<file path="src/rtl/i2s_frame_sched.sv">
// I2S transmit frame scheduler: frame counter, two-source pair arbitration, staging and load strobes.
// Build option: define I2S_FRAME_SCHED_HOLD_EN to repeat the previous pair on underrun instead of zeros.
module i2s_frame_sched #(
  parameter int unsigned BITS       = 32,
  parameter int unsigned FRAME_LOG2 = 9,
  parameter int unsigned LOAD_OFS   = 7,
  parameter int unsigned CNT_W      = 16
) (
  input  logic                  clk,
  input  logic                  nrst,
  input  logic                  en,
  input  logic [1:0]            mode,
  input  logic                  s0_valid,
  input  logic [BITS-1:0]       s0_left,
  input  logic [BITS-1:0]       s0_right,
  output logic                  s0_ready,
  input  logic                  s1_valid,
  input  logic [BITS-1:0]       s1_left,
  input  logic [BITS-1:0]       s1_right,
  output logic                  s1_ready,
  output logic [FRAME_LOG2-1:0] cyc,
  output logic                  frame_start,
  output logic                  ld,
  output logic                  ld_right,
  output logic [BITS-1:0]       ld_data,
  output logic                  running,
  output logic                  underrun,
  output logic [CNT_W-1:0]      urun_cnt,
  input  logic                  clr_stat
);

  localparam logic [FRAME_LOG2-1:0] Half = {1'b1, {(FRAME_LOG2-1){1'b0}}};
  localparam logic [FRAME_LOG2-1:0] LdL  = FRAME_LOG2'(LOAD_OFS);
  localparam logic [FRAME_LOG2-1:0] LdR  = LdL + Half;

  typedef enum logic [1:0] {StOff, StArm, StRun, StDrain} state_e;

  state_e                state_q;
  logic [FRAME_LOG2-1:0] cyc_q;
  logic                  stg_full_q;
  logic [BITS-1:0]       stg_l_q, stg_r_q, cur_l_q, cur_r_q;
  logic                  urun_q;
  logic [CNT_W-1:0]      cnt_q;
  logic                  ld_q, ld_right_q;
  logic [BITS-1:0]       ld_data_q;

  logic            boundary, open_win, xfer_live, urun_evt;
  logic            r0, r1, acc0, acc1, accept;
  logic [BITS-1:0] stg_l_d, stg_r_d;

  function automatic logic [BITS-1:0] sat_add(input logic [BITS-1:0] a, input logic [BITS-1:0] b);
    logic [BITS:0] s;
    s = {a[BITS-1], a} + {b[BITS-1], b};
    if (s[BITS] != s[BITS-1]) begin
      sat_add = s[BITS] ? {1'b1, {(BITS-1){1'b0}}} : {1'b0, {(BITS-1){1'b1}}};
    end else begin
      sat_add = s[BITS-1:0];
    end
  endfunction

  assign boundary = &cyc_q;
  // Gated on en as well: a pair taken while leaving ARM/RUN would only be discarded.
  assign open_win = !stg_full_q && !boundary && en &&
                    ((state_q == StArm) || (state_q == StRun));
  assign xfer_live = (state_q == StRun) || ((state_q == StArm) && en);
  assign urun_evt  = boundary && xfer_live && !stg_full_q;

  always_comb begin
    r0 = 1'b0;
    r1 = 1'b0;
    unique case (mode)
      2'b00: r0 = open_win;
      2'b01: r1 = open_win;
      2'b10: begin
        r0 = open_win;
        r1 = open_win && !s0_valid;
      end
      2'b11: begin
        r0 = open_win && s0_valid && s1_valid;
        r1 = open_win && s0_valid && s1_valid;
      end
    endcase
  end

  assign s0_ready = r0;
  assign s1_ready = r1;
  assign acc0     = s0_valid && r0;
  assign acc1     = s1_valid && r1;
  assign accept   = acc0 || acc1;

  always_comb begin
    stg_l_d = s1_left;
    stg_r_d = s1_right;
    if (mode == 2'b11) begin
      stg_l_d = sat_add(s0_left, s1_left);
      stg_r_d = sat_add(s0_right, s1_right);
    end else if (acc0) begin
      stg_l_d = s0_left;
      stg_r_d = s0_right;
    end
  end

  always_ff @(posedge clk or negedge nrst) begin
    if (!nrst) begin
      cyc_q <= '0;
    end else begin
      cyc_q <= cyc_q + 1'b1;
    end
  end

  always_ff @(posedge clk or negedge nrst) begin
    if (!nrst) begin
      state_q <= StOff;
    end else begin
      case (state_q)
        StOff:   if (en) state_q <= StArm;
        StArm:   if (!en) state_q <= StOff; else if (boundary) state_q <= StRun;
        StRun:   if (!en) state_q <= StDrain;
        StDrain: if (boundary) state_q <= StOff;
        default: state_q <= StOff;
      endcase
    end
  end

  always_ff @(posedge clk or negedge nrst) begin
    if (!nrst) begin
      stg_full_q <= 1'b0;
      stg_l_q    <= '0;
      stg_r_q    <= '0;
    end else if (boundary || ((state_q == StArm) && !en)) begin
      stg_full_q <= 1'b0;
    end else if (accept) begin
      stg_full_q <= 1'b1;
      stg_l_q    <= stg_l_d;
      stg_r_q    <= stg_r_d;
    end
  end

  always_ff @(posedge clk or negedge nrst) begin
    if (!nrst) begin
      cur_l_q <= '0;
      cur_r_q <= '0;
    end else if (boundary) begin
      if (xfer_live && stg_full_q) begin
        cur_l_q <= stg_l_q;
        cur_r_q <= stg_r_q;
      end else if (!xfer_live) begin
        cur_l_q <= '0;
        cur_r_q <= '0;
      end else begin
`ifdef I2S_FRAME_SCHED_HOLD_EN
        cur_l_q <= cur_l_q;
        cur_r_q <= cur_r_q;
`else
        cur_l_q <= '0;
        cur_r_q <= '0;
`endif
      end
    end
  end

  always_ff @(posedge clk or negedge nrst) begin
    if (!nrst) begin
      urun_q <= 1'b0;
      cnt_q  <= '0;
    end else if (clr_stat) begin
      urun_q <= 1'b0;
      cnt_q  <= '0;
    end else if (urun_evt) begin
      urun_q <= 1'b1;
      if (cnt_q != {CNT_W{1'b1}}) cnt_q <= cnt_q + 1'b1;
    end
  end

  always_ff @(posedge clk or negedge nrst) begin
    if (!nrst) begin
      ld_q       <= 1'b0;
      ld_right_q <= 1'b0;
      ld_data_q  <= '0;
    end else begin
      ld_q       <= (cyc_q == LdL) || (cyc_q == LdR);
      ld_right_q <= (cyc_q == LdR);
      if (cyc_q == LdL) begin
        ld_data_q <= cur_l_q;
      end else if (cyc_q == LdR) begin
        ld_data_q <= cur_r_q;
      end
    end
  end

  assign cyc         = cyc_q;
  assign frame_start = (cyc_q == '0);
  assign ld          = ld_q;
  assign ld_right    = ld_right_q;
  assign ld_data     = ld_data_q;
  assign running     = (state_q == StRun);
  assign underrun    = urun_q;
  assign urun_cnt    = cnt_q;

endmodule

</file>
<file path="config.mk">
export PLATFORM = sky130hd
export DESIGN_NAME = i2s_frame_sched
export DESIGN_NICKNAME = d
export VERILOG_FILES = /design/src/rtl/i2s_frame_sched.sv
export SDC_FILE = /design/constraint.sdc
export NUM_CORES = 1
export LEC_CHECK = 0
export BUFFER_PORTS_ARGS = -buffer_cell sky130_fd_sc_hd__buf_2
export CORE_ASPECT_RATIO = 0.7
export CORE_UTILIZATION = 32
export DETAILED_ROUTE_END_ITERATION = 16
export GPL_TIMING_DRIVEN = 0
export HOLD_SLACK_MARGIN = 0.05
export PLACE_DENSITY = 0.47
export SLEW_MARGIN = 10
export SYNTH_ARGS = -nofsm -noshare
export SYNTH_HDL_FRONTEND = slang
export SYNTH_SLANG_ARGS = --single-unit
</file>
<file path="constraint.sdc">
create_clock -name clk -period 3.3 [get_ports clk]
set_input_delay 0.66 -clock clk [delete_from_list [all_inputs] [get_ports clk]]
set_output_delay 0.66 -clock clk [all_outputs]
set_load 0.05 [all_outputs]
</file>
### Word-level counts from Yosys, hierarchy flattened

Index checks and enable logic that the tools add are counted.

* multiplexer cells: 27
* add/subtract/negate cells: 4
* bitwise gates (word level): 1
* equal/unequal tests: 15
* reductions and logical operators: 34

Operators by type and width (number)
* $mux W32: 12
* $add A32 B32 Y33: 2
* $mux W16: 3
* $add A16 B1 Y16 const B: 1
* $ne A16 B16 Y1 const B: 1
* $logic_and A1 B1 Y1: 13
* $mux W2: 5
* $add A9 B1 Y9 const B: 1
* $eq A9 B3 Y1 const B: 1
* $eq A9 B9 Y1 const B: 1
* $logic_not A9 Y1: 1
* $reduce_and A9 Y1: 1
* $eq A2 B2 Y1 const B: 4
* $pmux W2 S4: 1
* $reduce_bool A2 Y1: 4
* $ne A2 B2 Y1 const B: 3
* $logic_or A1 B1 Y1: 5
* $eq A2 B1 Y1 const B: 2
* $logic_not A1 Y1: 4
* $logic_not A2 Y1: 2
* $mux W1: 4
* $reduce_and A2 Y1: 2
* $reduce_and A4 Y1: 1
* $ne A3 B3 Y1 const B: 1
* 5 further kinds: 6

* flip-flop bits (word level): 191
* output and inout bits: 64
* word-level logic and storage cells: 93

### Depth between registers and ports, before layout

* depth after elaboration: 12
* mapped depth: 14
* gate-level depth less buffers: 13

### Worst setup path after synthesis

Ideal clock, no wire load.

* kind: flip-flop to flip-flop
* start: reg cyc_q[0], in the netlist cyc[0]
* end: reg stg_l_q[18]
* clock period less this slack: 3.959 ns
* setup time: 0.128 ns
* data arrival time: 3.831 ns
* path slack: -0.659 ns
* data required time: 3.172 ns
* stages on the path, launching flop included: 14
* cell sequence: dfrtp_1 ha_1 nand3_1 nor2_1 ha_1 inv_1 nand4_1 a21oi_1 and2_2 a21oi_2 clkbuf_1 dlygate4sd3_1 a21oi_1 a21oi_4

* longest elaborated chain between the ends: 11
* elaborated cells on any way between the ends: 18
* classes of those cells: mux: 4; bitwise: 1; reduce/logical: 13

RTL lines
* from (decl): line 39 `logic [FRAME_LOG2-1:0] cyc_q;`
* from (signal assigned): line 107 `cyc_q <= cyc_q + 1'b1;`
* $reduce_and A9 Y1 (*): line 61 `assign boundary = &cyc_q;`
* named net boundary: line 47 `logic boundary, open_win, xfer_live, urun_evt;`
* $logic_not A1 Y1 (*): line 63 `assign open_win = !stg_full_q && !boundary && en &&`
* $logic_and A1 B1 Y1 (*) (3 in a row): line 63
* $logic_and A1 B1 Y1 (2 in a row): line 79 `r0 = open_win && s0_valid && s1_valid;`
* $pmux W1 S2 (*): line 71 `unique case (mode)`
* named net s0_ready: line 16 `output logic s0_ready,`
* $logic_and A1 B1 Y1 (*): line 87 `assign acc0 = s0_valid && r0;`
* $mux W32 / $logic_or A1 B1 Y1 (equally long branches): line 97, 89
* $mux W32 / $reduce_and A2 Y1 (equally long branches)
* to (signal assigned): line 134 `stg_l_q <= stg_l_d;`
* to (decl): line 41 `logic [BITS-1:0] stg_l_q, stg_r_q, cur_l_q, cur_r_q;`

The timed path passes the listed nets; every way through them passes the cells marked *.
A chain may end at the register's enable or synchronous reset.

### Worst setup path in the final report

* start: in s1_left[13]
* end: reg stg_l_q[30]

* longest elaborated chain between the ends: 4
* elaborated cells on any way between the ends: 5
* classes of those cells: add/sub: 1; eq/ne: 1; mux: 3

RTL lines
* from (decl): line 18 `input logic [BITS-1:0] s1_left,`
* $add A32 B32 Y33 (*): line 53 `s = {a[BITS-1], a} + {b[BITS-1], b};`
* $mux W32 / $ne A1 B1 Y1 (equally long branches): line 55, 54
* $mux W32 (*): line 54 `if (s[BITS] != s[BITS-1]) begin`
* $mux W32 (*): line 94 `if (mode == 2'b11) begin`

Every way passes the cells marked *; elsewhere a longest branch is shown, timed or not.

==> impl_metrics.py <==
metrics = {
    "critical_path": {
        "timing.rr.end": "stg_l_q[22]",
        "crit_path_cell_trace": "buf_2 -> ha_1 -> nand4_1 -> a211oi_1 -> o21ai_4 -> a211oi_4 -> o31ai_2 -> o41ai_2 -> mux2i_1 -> a21oi_1 -> a221o_1",
        "crit_start": "s1_left[13]",
        "path_buf_inv": 1,
        "max_stage_delay_ns": 0.48,
        "worstSetupPathDepth": 11,
        "critPathCaptureType": "flip-flop",
        "critPathArrivalTime_ns": 3.52,
        "crit_path_start_kind": "input port",
        "r2r.worst_path.cells": 15,
        "crit_path_max_fanout": 6,
        "required_ns": 3.63,
        "reg2reg_slack_ns": 0.20,
        "r2r_start": "cyc[0]",
        "setup.worst_path.class": "input port to flip-flop",
        "cp_slowest_cell": "o41ai_2",
        "crit_family": "compound AO/OA/AOI/OAI gates",
    },
    "synthesis": {
        "synth_area_per_cell_sq_um": 8.74,
        "synth_seq_cells": 191,
        "synth_top_flop_cell": "dfrtp_1",
        "synth_compound_area_frac": 0.270,
        "netlist_area_sq_um": 12800,
        "synth_top_family_by_area": "compound AO/OA/AOI/OAI gates",
        "synth_edf_count": 0,
        "muxShareOfSynthArea": 0.0307,
        "synth_fp_nets": 1670,
        "synthAdderAreaFrac": 0.0737,
        "synthDistinctLibCells": 79,
        "syn_inst": 1460,
        "synth-xor-area-share": 0.0501,
        "synthArstFlopShare": 1.00,
        "yosys_warnings": 0,
        "synth-simple-area-share": 0.154,
        "ys_seq_area_frac": 0.374,
    },
    "floorplan": {
        "rows": 60,
        "start_util": 0.328,
        "core_area_sq_um": 38900,
        "ios": 200,
        "die_area_sq_um": 40700,
        "die_width_um": 241,
        "die_y_um": 169,
    },
    "pwr": {
        "totalPowerFinal_w": 0.00734,
        "ir_drop_uv": 416,
        "p_leak_nw": 7.20,
        "power_density_nw_per_um2": 480,
    },
    "grt": {
        "grt_pass1_vias": 11200,
        "antenna_found_initial": 2,
        "grt_use_total": 0.217,
        "grt_start_max_net_pins": 103,
        "gr-total-overflow": 0,
        "grt_pass1_wl_um": 67000,
    },
    "finish": {
        "final_common_cell": "nand2_1",
        "fin_util": 0.393,
        "mostFrequentLayoutCells": "232 x nand2_1, 202 x buf_2, 189 x dfrtp_1",
        "postLayoutCellArea_sq_um": 15300,
        "fillerInstances": 4113,
        "nets": 1896,
        "drive_gt1_frac": 0.218,
        "area_growth_pct": 19.8,
        "multi_input_area_sq_um": 7520,
        "seqCellArea_sq_um": 4780,
    },
    "sta": {
        "worst_pin_slew_ns": 1.06,
        "max_slew_margin": 0.288,
        "period_share": 0.967,
        "hold_viol": 0,
        "final.min_clock_period_ns": 3.19,
        "fmax_ghz": 0.313,
        "clock-skew-final_ns": 0.00898,
        "setup_viol": 0,
        "fin_ws_ns": 0.109,
        "hold_ws_ns": 0.177,
        "slew_viol_final": 0,
    },
    "run": {
        "maxCapViolCount": 0,
    },
    "place": {
        "placed_area_sq_um": 14500,
        "numPortBuffers": 198,
        "dp_hpwl_um": 34600,
        "pre_cts_slack_ns": -1.01,
        "place_congestion": 0.888,
    },
    "route": {
        "route.met2.wl_um": 18600,
        "dr.max_layer_used": "met4",
        "drc": 0,
        "wl_met3_um": 1910,
        "firstDrtPassIters": 5,
        "finalWirelength_um": 44300,
        "wl_per_cell_um": 19.9,
        "drt-initial-drc-count": 959,
        "wl_met1_um": 23200,
        "vias_per_cell": 5.33,
        "ant_nets": 0,
        "via_count": 11900,
    },
    "cts": {
        "clk_path_buf_depth": 2,
        "cts_buffers": 17,
        "cts-root-buf": "clkbuf_16",
        "tritoncts": "done",
        "path_clk_slew_ns": 0.07,
        "htreeDepth": 4,
        "clock_sinks": 191,
        "insertion_delay_ns": 0.45,
    },
    "hold_path": {
        "hold_class": "input port to async pin",
    },
    "status": {
        "outcome": "finished, final reports clean",
    },
}
==> timing repair <==
item / in CTS / in global routing
endpoints found under the hold margin: 0 / 0
hold buffers: 0 / 0
setup buffers: 3 / 5
resized for setup: 21 / 54
setup endpoints to repair: 67 / 65
pin swaps: 2 / 4
gates cloned: 0 / 0
==> cell families after synthesis <==
family,count (synthesis)
compound gates,514
buf+inv,124
xor+xnor,73
simple gates,445
flops,191
fa+ha+maj,74
mux,39
==> through the flow <==
stage	cells	setup TNS [ns]
floorplan	1460	0
global placement	2185	-408.97
detailed placement	2186	-47.03
CTS	2221	0
global route	2227	-0.00189
finish	2227	0
==> metal layers <==
layer,GRT usage,up-vias
met2,0.309,270
met5,0,-
met4,0.0542,0
li1,-,5746
met1,0.340,5838
met3,0.0261,27
==> cells in the mapped netlist (5+ instances only) <==
master    number  area [sq um]
and2_1         7          43.8
nand3b_1       5          37.5
nor3_1        10          50.1
o21ai_0       52           260
xor2_1        35           307
o31ai_1        5          37.5
buf_6          8          90.1
ha_1          72           901
a31o_2        25           219
a22o_1        64           561
xnor2_1       38           333
a31oi_1       46           288
inv_1         36           135
o211ai_1      15           113
dfrtp_1      191          4780
and4_1         5          43.8
nand3_1       23           115
nand4_1       15          93.8
a21oi_2       20           175
nor2_1        97           364
mux2i_1       38           380
nand2b_1      11          68.8
and3_1        12          75.1
nand2_1      233           875
a21oi_1      172           861
o21ai_1       22           110
o21a_1         9          67.6
clkbuf_1      64           240
a21o_1        24           180
a211oi_1      11          82.6
nor2b_1        7          43.8
==> flip-flops by register name, summed over array words and instances, names as in the netlist, named ones only <==
register    cells
stg_l_q        32
ld_data        32
ld              1
state_q         1
cur_l_q        32
cyc             9
underrun        1
urun_cnt       16
stg_full_q      1
ld_right        1
cur_r_q        32
stg_r_q        32
==> worst reg2reg max path, stage by stage, from the launching register on <==
cell and delay (ns):
dfrtp_2 0.43, ha_1 0.24, nand3_1 0.15, nor2_1 0.08
ha_1 0.22, inv_1 0.11, nand4_1 0.10, buf_4 0.18
a21oi_4 0.14, and2_2 0.24, buf_4 0.28, clkbuf_4 0.33
nand2_1 0.09, a31oi_1 0.27, a21oi_1 0.08, a21oi_2 0.11
==> how the worst max path moves through the flow <==
stage / endpoint / slack (ns)
detailed placement: stg_l_q[22] / -1.01
floorplan: stg_l_q[18] / 0.02
CTS: stg_l_q[30] / 0.02
finish: stg_l_q[30] / 0.11
global placement: cyc[1] / -2.25
global route: stg_l_q[30] / -0.002
==> area by class of cell <==
class,instances,share of cell area
Multi-Input combinational cell,1145,0.492
Clock buffer,22,0.0317
Buffer,88,0.0322
Inverter,36,0.00884
Tap cell,527,0.0431
Timing Repair Buffer,207,0.0728
Antenna cell,1,0.000164
Clock inverter,10,0.00663
Sequential cell,191,0.313
==> power breakdown <==
group | switching, W | total [W] | internal [W]
Sequential | 0.000260 | 0.00298 | 0.00272
Clock | 0.000985 | 0.00212 | 0.00114
Combinational | 0.00136 | 0.00224 | 0.000881
(Power assumes the default switching activity.)
